File: config.mk
export PLATFORM = sky130hd
export DESIGN_NAME = rv32_mem_stage
export DESIGN_NICKNAME = d
export VERILOG_FILES = /design/src/rtl/rv32_mem_stage.sv
export SDC_FILE = /design/constraint.sdc
export NUM_CORES = 1
export LEC_CHECK = 0
export CELL_PAD_IN_SITES_DETAIL_PLACEMENT = 1
export CELL_PAD_IN_SITES_GLOBAL_PLACEMENT = 1
export CORE_MARGIN = 2
export CORE_UTILIZATION = 34
export DETAILED_ROUTE_END_ITERATION = 7
export HOLD_SLACK_MARGIN = 0.06
export PLACE_DENSITY = 0.86
export SETUP_SLACK_MARGIN = 0.02
export SLEW_MARGIN = 0
export SYNTH_ARGS = -nofsm -noshare
export SYNTH_HDL_FRONTEND = slang
export SYNTH_SLANG_ARGS = --single-unit
File: constraint.sdc
create_clock -name clk -period 6.45 [get_ports clk]
set_input_delay 0.645 -clock clk [delete_from_list [all_inputs] [get_ports clk]]
set_output_delay 0.645 -clock clk [all_outputs]
set_load 0.05 [all_outputs]
File: src/rtl/rv32_mem_stage.sv
// RV32 memory stage: issues loads/stores on a valid/ready data bus, stalls upstream while a
// transaction is outstanding, and registers the writeback buffer.
package rv32_mem_pkg;
   localparam logic [31:0] RV_NOP = 32'h0000_0013;

   typedef enum logic [3:0] {MEM_NONE, LB, LH, LW, LBU, LHU, SB, SH, SW} mem_op_e;

   typedef struct packed {
      mem_op_e    mem_op;
      logic       reg_write;
      logic [4:0] rd;
   } decoded_instr_t;

   typedef struct packed {
      logic [31:0]    instr;
      logic [31:0]    pc;
      decoded_instr_t decoded_instr;
      logic [31:0]    mem_addr;
      logic [31:0]    wb_result;
   } exec_mem_buffer_t;

   typedef struct packed {
      logic [31:0]    instr;
      logic [31:0]    pc;
      decoded_instr_t decoded_instr;
      logic [31:0]    wb_result;
   } mem_wb_buffer_t;

   function automatic decoded_instr_t create_nop_ctrl();
      decoded_instr_t c;
      c.mem_op    = MEM_NONE;
      c.reg_write = 1'b0;
      c.rd        = 5'd0;
      return c;
   endfunction
endpackage

module rv32_mem_stage
   import rv32_mem_pkg::*;
#(
   parameter int unsigned TIMEOUT_CYCLES = 256
) (
   input  logic             clk,
   input  logic             reset,
   input  exec_mem_buffer_t exec_mem_buff,
   input  logic             stop,
   output logic             mem_stall,
   output mem_wb_buffer_t   mem_wb_buff,
   output logic             dmem_req_valid,
   input  logic             dmem_req_ready,
   output logic             dmem_req_we,
   output logic [31:0]      dmem_req_addr,
   output logic [31:0]      dmem_req_wdata,
   output logic [3:0]       dmem_req_wstrb,
   input  logic             dmem_rsp_valid,
   input  logic [31:0]      dmem_rsp_data,
   output logic             misaligned_fault,
   output logic             bus_fault
);
   localparam int unsigned CNT_W = (TIMEOUT_CYCLES > 2) ? $clog2(TIMEOUT_CYCLES) : 1;
   localparam logic [CNT_W-1:0] CNT_MAX = CNT_W'(TIMEOUT_CYCLES - 1);
   localparam logic [CNT_W-1:0] CNT_ONE = CNT_W'(1);

   typedef enum logic [1:0] {IDLE, REQ, RESP, DONE} state_e;

   state_e         state_q, state_d;
   logic [CNT_W-1:0] cnt_q, cnt_d;
   logic [31:0]    hold_q, hold_d;
   mem_wb_buffer_t mem_wb_q, mem_wb_d;

   mem_op_e     op;
   logic [1:0]  b;
   logic        is_load, is_store, misaligned;
   logic [7:0]  rsp_byte;
   logic [15:0] rsp_half;
   logic [31:0] load_val;
   logic [31:0] val;

   assign op       = exec_mem_buff.decoded_instr.mem_op;
   assign b        = exec_mem_buff.mem_addr[1:0];
   assign val      = exec_mem_buff.wb_result;
   assign is_load  = (op == LB) || (op == LH) || (op == LW) || (op == LBU) || (op == LHU);
   assign is_store = (op == SB) || (op == SH) || (op == SW);
   assign misaligned = (((op == LH) || (op == LHU) || (op == SH)) && b[0]) ||
                       (((op == LW) || (op == SW)) && (b != 2'b00));

   function automatic mem_wb_buffer_t nop_buffer();
      mem_wb_buffer_t n;
      n.instr         = RV_NOP;
      n.pc            = 32'd0;
      n.decoded_instr = create_nop_ctrl();
      n.wb_result     = 32'd0;
      return n;
   endfunction

   function automatic mem_wb_buffer_t passthrough(input exec_mem_buffer_t e, input logic [31:0] r);
      mem_wb_buffer_t p;
      p.instr         = e.instr;
      p.pc            = e.pc;
      p.decoded_instr = e.decoded_instr;
      p.wb_result     = r;
      return p;
   endfunction

   // Bus request fields come straight from the upstream buffer, which is held while stalled.
   assign dmem_req_we   = is_store;
   assign dmem_req_addr = {exec_mem_buff.mem_addr[31:2], 2'b00};

   always_comb begin
      dmem_req_wdata = val;
      dmem_req_wstrb = 4'b0000;
      case (op)
         SB: begin
            dmem_req_wdata = {4{val[7:0]}};
            dmem_req_wstrb = 4'b0001 << b;
         end
         SH: begin
            dmem_req_wdata = {2{val[15:0]}};
            dmem_req_wstrb = 4'b0011 << b;
         end
         SW:      dmem_req_wstrb = 4'b1111;
         default: ;
      endcase
   end

   always_comb begin
      rsp_byte = dmem_rsp_data[7:0];
      case (b)
         2'd1:    rsp_byte = dmem_rsp_data[15:8];
         2'd2:    rsp_byte = dmem_rsp_data[23:16];
         2'd3:    rsp_byte = dmem_rsp_data[31:24];
         default: ;
      endcase
      rsp_half = b[1] ? dmem_rsp_data[31:16] : dmem_rsp_data[15:0];
      case (op)
         LB:      load_val = {{24{rsp_byte[7]}}, rsp_byte};
         LBU:     load_val = {24'd0, rsp_byte};
         LH:      load_val = {{16{rsp_half[15]}}, rsp_half};
         LHU:     load_val = {16'd0, rsp_half};
         default: load_val = dmem_rsp_data;
      endcase
   end

   always_comb begin
      state_d          = state_q;
      cnt_d            = cnt_q;
      hold_d           = hold_q;
      mem_wb_d         = mem_wb_q;
      mem_stall        = 1'b0;
      dmem_req_valid   = 1'b0;
      misaligned_fault = 1'b0;
      bus_fault        = 1'b0;
      case (state_q)
         IDLE: begin
            cnt_d = '0;
            if (!(is_load || is_store)) begin
               if (!stop) mem_wb_d = passthrough(exec_mem_buff, val);
            end else if (misaligned) begin
               if (!stop) begin
                  mem_wb_d         = passthrough(exec_mem_buff, 32'd0);
                  misaligned_fault = 1'b1;
               end
            end else begin
               mem_stall = 1'b1;
               if (!stop) mem_wb_d = nop_buffer();
               state_d = REQ;
            end
         end
         REQ: begin
            mem_stall      = 1'b1;
            dmem_req_valid = 1'b1;
            if (!stop) mem_wb_d = nop_buffer();
            if (dmem_req_ready) begin
               cnt_d   = '0;
               state_d = is_store ? DONE : RESP;
            end
         end
         RESP: begin
            mem_stall = 1'b1;
            if (!stop) mem_wb_d = nop_buffer();
            cnt_d = cnt_q + CNT_ONE;
            if (dmem_rsp_valid) begin
               hold_d  = load_val;
               state_d = DONE;
            end else if (cnt_q == CNT_MAX) begin
               hold_d    = 32'd0;
               bus_fault = 1'b1;
               state_d   = DONE;
            end
         end
         DONE: begin
            // The request is never re-issued here; stop only delays the writeback.
            if (!stop) begin
               mem_wb_d = passthrough(exec_mem_buff, is_store ? val : hold_q);
               state_d  = IDLE;
            end
         end
         default: state_d = IDLE;
      endcase
   end

   always_ff @(posedge clk or posedge reset) begin
      if (reset) begin
         state_q  <= IDLE;
         cnt_q    <= '0;
         hold_q   <= 32'd0;
         mem_wb_q <= nop_buffer();
      end else begin
         state_q  <= state_d;
         cnt_q    <= cnt_d;
         hold_q   <= hold_d;
         mem_wb_q <= mem_wb_d;
      end
   end

   assign mem_wb_buff = mem_wb_q;
endmodule
Word-level counts from Yosys, hierarchy flattened
Cells that the tools add are included.

Memory bits (writable): 0. Latch bits: 0. Memories kept: 0. Word-level logic and storage cells: 92. Memory bits (read-only): 0. Input bits: 175. Bits in registers: 148. Output and inout bits: 179.

Div/mod/pow operators: 0. Order comparisons: 0. Eq/ne operators: 22. Shift operators: 2. Mux-type cells: 36. Add/subtract/negate cells: 1. Multipliers: 0. Reduce and logical (&&, ||, !) cells: 22. Bitwise operators: 0.

Operators with widths (number): two-way mux 106 bit (6); one-hot mux 106 bit (3 select lines) (1); one-hot mux 32 bit (4 select lines) (1); two-way mux 32 bit (3); one-hot mux 32 bit (2 select lines) (1); one-hot mux 8 bit (3 select lines) (2); equality test 4 x 3 -> 1 bit (second input constant) (4); two-way mux 16 bit (1); two-way mux 2 bit (6); one-hot mux 4 bit (3 select lines) (1); logical OR 1 bit (11); two-way mux 1 bit (11); != test 3 bit (second input constant) (3); adder 8 x 1 -> 8 bit (second input constant) (1); equality test 2 bit (second input constant) (4); equality test 4 x 2 -> 1 bit (second input constant) (2); equality test 8 bit (second input constant) (1); two-way mux 8 bit (1); != test 2 bit (second input constant) (4); one-hot mux 2 bit (4 select lines) (1); AND reduction 5 bit (1); equality test 2 x 1 -> 1 bit (second input constant) (2); equality test 4 x 1 -> 1 bit (second input constant) (1); equality test 4 bit (second input constant) (1); other kinds (10) (13).

Depth between registers and ports, before layout
Gate-level depths: netlist of the first run.

Word-level depth: 8. Gate-level depth with buffers: 9. Depth with buffers taken out: 7.

Worst setup path after synthesis of the first run
Ideal clock, no wire load.

Path type: input port to output port. Start point: input exec_mem_buff[70] (netlist bit). End point: output dmem_req_wstrb[1]. Slack: 2957 ps. Data arrival time: 2848 ps. Required time: 5805 ps. Cell stages on the path: 5. Buffers on the path: 3. Cells stage by stage: buf_2 > buf_1 > clkbuf_1 > nor2_1 > o31ai_1.

Longest elaborated chain between the ends: 2. Elaborated cells between the ends (all ways): 4. Classes of those cells: 3 x eq/ne; 1 x mux.

RTL lines: start, declared (line 45) `input exec_mem_buffer_t exec_mem_buff,`; equality test 4 bit / equality test 4 x 3 -> 1 bit (equally long branches) (line 112) `case (op)`; one-hot mux 4 bit (3 select lines) * (line 112); end, declared (line 54) `output logic [3:0] dmem_req_wstrb,`.

Every way passes the cells marked *; elsewhere a longest branch is shown, timed or not.

Worst setup path after layout of the first run
Start point: input exec_mem_buff[72] (netlist bit). End point: output mem_stall.

Longest elaborated chain between the ends: 8. Elaborated cells between the ends (all ways): 24. Classes of those cells: 8 x eq/ne; 3 x mux; 13 x reduce/logical.

RTL lines: equality test 4 x 2 -> 1 bit (tied with other cells) (line 82, 84); logical OR 1 bit (on tied branches) (2 in a row) (line 84, 82); logical AND 1 bit / logical OR 1 bit (equally long branches) (line 84, 82); logical OR 1 bit (on tied branches) (line 84, 82); two-way mux 1 bit / logical OR 1 bit (equally long branches) (line 158, 156); two-way mux 1 bit * (line 156) `if (!(is_load || is_store)) begin`; one-hot mux 1 bit (2 select lines) * (line 153) `case (state_q)`; end, declared (line 47) `output logic mem_stall,`.

Marks and branches as above.

==> summary.md, run 1 <==
| Metric | Value |
|---|---|
| Fraction of registers with async set/reset | 100% |
| CP Class | input port to primary output |
| Filler instances | 2,581 |
| Die area | 24,900 um2 |
| First-pass GRT wire length | 46,500 um |
| DP Area | 10,900 um2 |
| Die width | 158 um |
| Register bit count reported by yosys | 148 |
| Number of synthesized flops with an enable pin | 0 |
| Share of cells above drive strength 1 | 8.88% |
| Reg2Reg Depth | 6 |
| Static leakage | 4.87 nW |
| 1st-iter DRT viols | 559 |
| Drt first pass iters | 5 |
| Core footprint | 23,300 um2 |
| Slowest-stage cell, CP | or4b_1 |
| Status | completed |
| Met2 GRT Util | 41.6% |
| Number of routed nets with antenna violations | 0 |
| Hold Path Stages | 2 |
| Clk Latency, worst-skew pair | 0.42 ns |
| Max stage delay on crit path | 0.85 ns |
| # clock sinks | 148 |
| CP delay by family, top | buffers and inverters |
| Synth unique cells | 67 |
| Reg-to-Reg Start | state_q[0] |
| Die span in y | 158 um |
| Max rail drop VDD | 215 uV |
| Met1 GRT Util | 30.5% |
| Antenna violations before repair | 2 |
| Critical Path Stages | 7 |
| Clock Skew | 0.00943 ns |
| Detailed-route via count | 7,627 |
| GRT Max-Usage Layer | met2 |
| Wire per inst | 22.3 um |
| Crit path buffers/inverters | 2 |
| Pin slew with the least headroom to its limit | 1.19 ns |
| Setup TNS | 0 ns |
| Clock tree buffer depth | 2 |
| CP Cell Sequence | clkdlybuf4s50_1 > or4b_1 > o211a_4 > nand2_1 > a21oi_1 > nor2_1 > clkdlybuf4s50_1 |
| Most frequent cells in the layout | clkdlybuf4s50_1 (291), dfrtp_1 (145), nand2_1 (124), o21ai_0 (84), a22o_1 (60) |
| Vias per cell | 5.53 |
| Crit path top cell by count | clkdlybuf4s50_1 |
| Final worst-path cycle share | 74.5% |
| Overall routed net length | 30,700 um |
| Largest net degree at the start of global routing | 92 |
| Seq/Total Area, Yosys | 46.1% |
| Routability congestion estimate | 0.871 |
| Post-DP HPWL | 22,300 um |
| I/O Buffers | 291 |
| Mapped Area | 8040 um2 |
| CTS tree | built |
| Required time worst endpoint | 5.80 ns |
| Final instance area | 11,500 um2 |
| Synth warn | 0 |
| Worst setup SP type | input port |
| Commonest non-fill, non-tap cell in the layout | clkdlybuf4s50_1 |
| Initial core utilization | 34.5% |
| Timing-limited maximum frequency | 208 MHz |
| CTS Buf Count | 17 |
| Number of global-route vias before repair | 7,830 |
| GRT Total Usage | 24.4% |
| Worst r2r dst | mem_wb_buff[91] |
| CTS resizes | 0 |
| Post-CTS setup buffers | 0 |
| Arr. time, crit path | 4.16 ns |
| Syn Inst Count | 834 |
| Multi-input gate area | 3700 um2 |
| Max-cap violations | 0 |
| Slew headroom | 20.7% |
| Setup violators final | 0 |
| Flop2flop setup slack | 3.19 ns |
| Synth Flop Type | dfrtp_1 |
| Number of diodes | 0 |
| Avg Cell Area, Syn | 9.64 um2 |
| Post-CTS Hold Fix Bufs | 0 |
| Root Buffer | clkbuf_16 |
| RSZ-0062 raised after global routing | no |
| Reg area | 3710 um2 |
| PwrDens | 515 nW/um2 |
| Row count | 56 |
| # IOs | 354 |
| Worst Path Max Fanout | 22 |
| Total grt overflow | 0 |
| Worst Hold Class | flip-flop to flip-flop |
| Clock-pin slew on the worst setup and hold paths | 0.06 ns |
| Min Tclk post-route | 4.81 ns |
| M3 GR Usage | 5.17% |
| Final #Nets | 1,227 |
| Crit. Startpoint | exec_mem_buff[72] |
| CP endpoint kind | primary output |
| Pins Over Slew Limit | 0 |
| Final Hold Viols | 0 |
| Area delta synth->final | 43.1% |
| # DRC | 0 |
| H-tree level count | 4 |
| Crit path capture | mem_stall |
-- through the flow --
stage | hold slack (ns) | setup WS (ns) | instances | util, % | power [W]
final | 0.480 | 1.64 | 1378 | 49.3 | 0.00592
after CTS | 0.479 | 1.70 | 1378 | 49.3 | 0.00596
after detailed placement | 0.465 | 1.70 | 1347 | 46.6 | 0.00485
after global placement | 0.451 | 1.71 | 1347 | 46.6 | 0.00474
after floorplan | 0.440 | 1.83 | 835 | - | 0.00375
after global routing | 0.509 | 1.47 | 1378 | 49.3 | 0.00623
-- logic make-up after synthesis --
logic type               count (synthesis)  share of synthesized area [%]
AO/OA/AOI/OAI                          291                           26.2
XOR/XNOR                                 3                          0.327
adder cells (fa/ha/maj)                  5                          0.778
buffers and inverters                  124                           8.30
flip-flops                             148                           46.1
multiplexers                            49                           6.58
other                                    1                         0.0466
AND/OR/NAND/NOR                        213                           11.6
-- worst min path at each step --
stage	startpoint	end	slack, ns
floorplan	hold_q[10]	hold_q[10]	0.44
global placement	hold_q[10]	hold_q[10]	0.45
detailed placement	hold_q[10]	hold_q[10]	0.46
CTS	hold_q[10]	hold_q[10]	0.48
global route	mem_wb_buff[45]	mem_wb_buff[45]	0.51
finish	hold_q[10]	hold_q[10]	0.48
-- sequential cells by signal, indices dropped and copies added, names as in the netlist --
name	cells
mem_wb_buff	106
cnt_q	8
state_q	2
hold_q	32
-- routing by layer --
layer	share of wire, %	up-vias
met5	0.042	-
met4	2.7	2
li1	-	3430
met1	41	3895
met2	50	256
met3	5.8	44
-- cell usage after synthesis, drive strengths merged (10+ instances only) --
| cell | instances | area [um2] |
|---|---|---|
| a32o | 10 | 100 |
| nor2 | 42 | 163 |
| clkbuf | 54 | 203 |
| dfrtp | 145 | 3630 |
| o22ai | 14 | 87.6 |
| inv | 11 | 41.3 |
| a21o | 13 | 97.6 |
| a22oi | 48 | 360 |
| nand2 | 124 | 465 |
| buf | 59 | 423 |
| o21ai | 86 | 442 |
| mux2 | 21 | 236 |
| mux2i | 27 | 270 |
| o221ai | 14 | 123 |
| a21oi | 13 | 65.1 |
| a22o | 60 | 526 |
-- layout make-up --
| cell class | instances | share of cell area (%) |
|---|---|---|
| timing repair buffer | 306 | 26.3 |
| sequential | 148 | 32.2 |
| multi-input combinational | 563 | 32.1 |
| tap | 319 | 3.47 |
| inverter | 11 | 0.403 |
| clock inverter | 14 | 1.74 |
| clock buffer | 17 | 3.70 |
-- worst register-to-register path: stages, from the launching register on --
cell and delay (ns):
dfrtp_1 0.42, inv_1 0.12, ha_1 0.76, nor3_1 0.24, nor2_4 0.93, buf_4 0.48, a22o_1 0.24
-- where the power goes --
group	internal (W)	switching, W	leakage, nW	total (W)
Combinational	0.00110	0.00216	2.63	0.00325
Sequential	0.00133	0.000265	1.93	0.00160
Clock	0.000652	0.000424	0.308	0.00108
Power figures use the tool's default switching activity.
==> run 2, diff against run 1 <==
--- a/config.mk
+++ b/config.mk
@@ -8,10 +8,10 @@
 export CELL_PAD_IN_SITES_DETAIL_PLACEMENT = 1
 export CELL_PAD_IN_SITES_GLOBAL_PLACEMENT = 1
 export CORE_MARGIN = 2
-export CORE_UTILIZATION = 34
+export CORE_UTILIZATION = 31
 export DETAILED_ROUTE_END_ITERATION = 7
 export HOLD_SLACK_MARGIN = 0.06
-export PLACE_DENSITY = 0.86
+export PLACE_DENSITY = 0.79
 export SETUP_SLACK_MARGIN = 0.02
 export SLEW_MARGIN = 0
 export SYNTH_ARGS = -nofsm -noshare
==> constraint.sdc (replaced) <==
create_clock -name clk -period 4.9 [get_ports clk]
set_input_delay 0.49 -clock clk [delete_from_list [all_inputs] [get_ports clk]]
set_output_delay 0.49 -clock clk [all_outputs]
set_load 0.05 [all_outputs]
==> summary.md, run 2 (same netlist as run 1, synthesis figures left out) <==
| Metric | Value |
|---|---|
| CP Class | input port to primary output |
| Placed Instances | 1,365 |
| Overall routed net length | 29,600 um |
| Max reg flops | 106 |
| Vias per cell | 5.32 |
| Worst hold margin | 0.474 ns |
| CTS resizes | 0 |
| Crit. Startpoint | exec_mem_buff[70] |
| Filler instances | 2,820 |
| Final worst-path cycle share | 77.4% |
| Setup WS pre-CTS | 1.13 ns |
| Status | completed |
| Number of routed nets with antenna violations | 0 |
| H-tree level count | 4 |
| Most frequent cells in the layout | clkdlybuf4s50_1 (282), dfrtp_1 (145), nand2_1 (124), o21ai_0 (84), a22o_1 (60) |
| Arr. time, crit path | 3.30 ns |
| Setup TNS | 0 ns |
| PwrDens | 661 nW/um2 |
| Die span in y | 165 um |
| Row count | 58 |
| Pin slew with the least headroom to its limit | 1.13 ns |
| Clock tree buffer depth | 2 |
| Clock-pin slew on the worst setup and hold paths | 0.06 ns |
| # clock sinks | 148 |
| Die width | 165 um |
| Worst Hold Class | flip-flop to flip-flop |
| Fin cells | 1,398 |
| CTS tree | built |
| Final worst slack | 1.11 ns |
| Largest net degree at the start of global routing | 82 |
| Worst setup SP type | input port |
| Number of global-route vias before repair | 7,513 |
| # DRC | 0 |
| RSZ-0062 raised after global routing | no |
| Reg area | 3710 um2 |
| Worst Path Max Fanout | 18 |
| Flop2flop setup slack | 1.94 ns |
| Die area | 27,200 um2 |
| Reg2Reg Depth | 8 |
| Crit path capture | mem_stall |
| Root Buffer | clkbuf_16 |
| First-pass GRT wire length | 44,600 um |
| Post-DP HPWL | 21,400 um |
| Post-CTS Hold Fix Bufs | 0 |
| Drt first pass iters | 4 |
| Required time worst endpoint | 4.41 ns |
| Wire per inst | 21.2 um |
| Reg-to-Reg Start | state_q[1] |
| Detailed-route via count | 7,443 |
| Share of cells above drive strength 1 | 10.4% |
| I/O Buffers | 291 |
| Final instance area | 11,500 um2 |
| Clock Skew | 0.00947 ns |
| 1st-iter DRT viols | 509 |
| Pins Over Slew Limit | 0 |
| Worst r2r dst | mem_wb_buff[85] |
| Final Hold Viols | 0 |
| Multi-input gate area | 3700 um2 |
| CP endpoint kind | primary output |
| Clk Latency, worst-skew pair | 0.42 ns |
| Antenna violations before repair | 1 |
| Max rail drop VDD | 498 uV |
| Total grt overflow | 0 |
| Static leakage | 4.87 nW |
| Max-cap violations | 0 |
| Core footprint | 25,300 um2 |
| Setup violators final | 0 |
| GRT Total Usage | 21.3% |
| Commonest non-fill, non-tap cell in the layout | clkdlybuf4s50_1 |
| Initial core utilization | 31.7% |
| CTS Buf Count | 17 |
| Post-CTS setup buffers | 0 |
| Area delta synth->final | 42.9% |
| Timing-limited maximum frequency | 264 MHz |
| DP Area | 10,900 um2 |
| # IOs | 354 |
| Min Tclk post-route | 3.79 ns |
| Routability congestion estimate | 0.811 |
| Slew headroom | 24.3% |
| Final #Nets | 1,234 |
-- run 2: cell types whose count changed in the layout (fill, tap and decap cells not counted), moves of 2 or more --
cell and delta:
buf_4 +15, bufinv_16 -4, clkdlybuf4s50_1 -9, clkinv_4 -2, clkinvlp_4 +3, inv_8 +2
-- run 2: how the worst min path moves through the flow --
stage,start,endpoint,slack [ns],depth (start not counted)
after CTS,hold_q[13],hold_q[13],0.47,2
after floorplan,hold_q[10],hold_q[10],0.44,2
after detailed placement,hold_q[13],hold_q[13],0.46,2
after global routing,hold_q[14],hold_q[14],0.50,2
final,hold_q[13],hold_q[13],0.47,2
after global placement,hold_q[10],hold_q[10],0.45,2
-- run 2: layer usage --
layer / part of all wire, % / global-route usage [%] / vias up
li1: - / - / 3462
met1: 44 / 28.7 / 3749
met2: 49 / 35.1 / 211
met3: 5.1 / 4.22 / 21
met4: 1.3 / 5.53 / 0
met5: 0 / 0 / -
-- run 2: stage by stage --
step,total power [W],util (%)
floorplan,0.00493,-
global placement,0.00628,43.2
detailed placement,0.00638,43.2
CTS,0.00766,45.4
global route,0.00803,45.4
finish,0.00759,45.4
-- run 2: worst max-delay path, stage by stage --
cell             delay, ns
clkdlybuf4s50_1       0.84
buf_4                 0.37
or4b_2                0.63
o211a_4               0.19
nand2_1               0.07
buf_4                 0.23
a21oi_1               0.09
nor2_1                0.20
buf_12                0.17
-- run 2: power breakdown --
part           internal (W)  leakage, nW  switching [W]  total, W
logic               0.00146         2.68        0.00280   0.00426
registers           0.00175         1.93       0.000332   0.00208
clock network      0.000676        0.268       0.000572   0.00125
-- run 2: area by class of cell --
class                   instances  area share [%]
clock inverters                14            1.01
diodes                          1          0.0218
clock buffers                  18            3.82
repair buffers                313            26.7
multi-input cells             563            32.2
inverters                      11           0.403
well taps                     330            3.59
flip-flops and latches        148            32.3
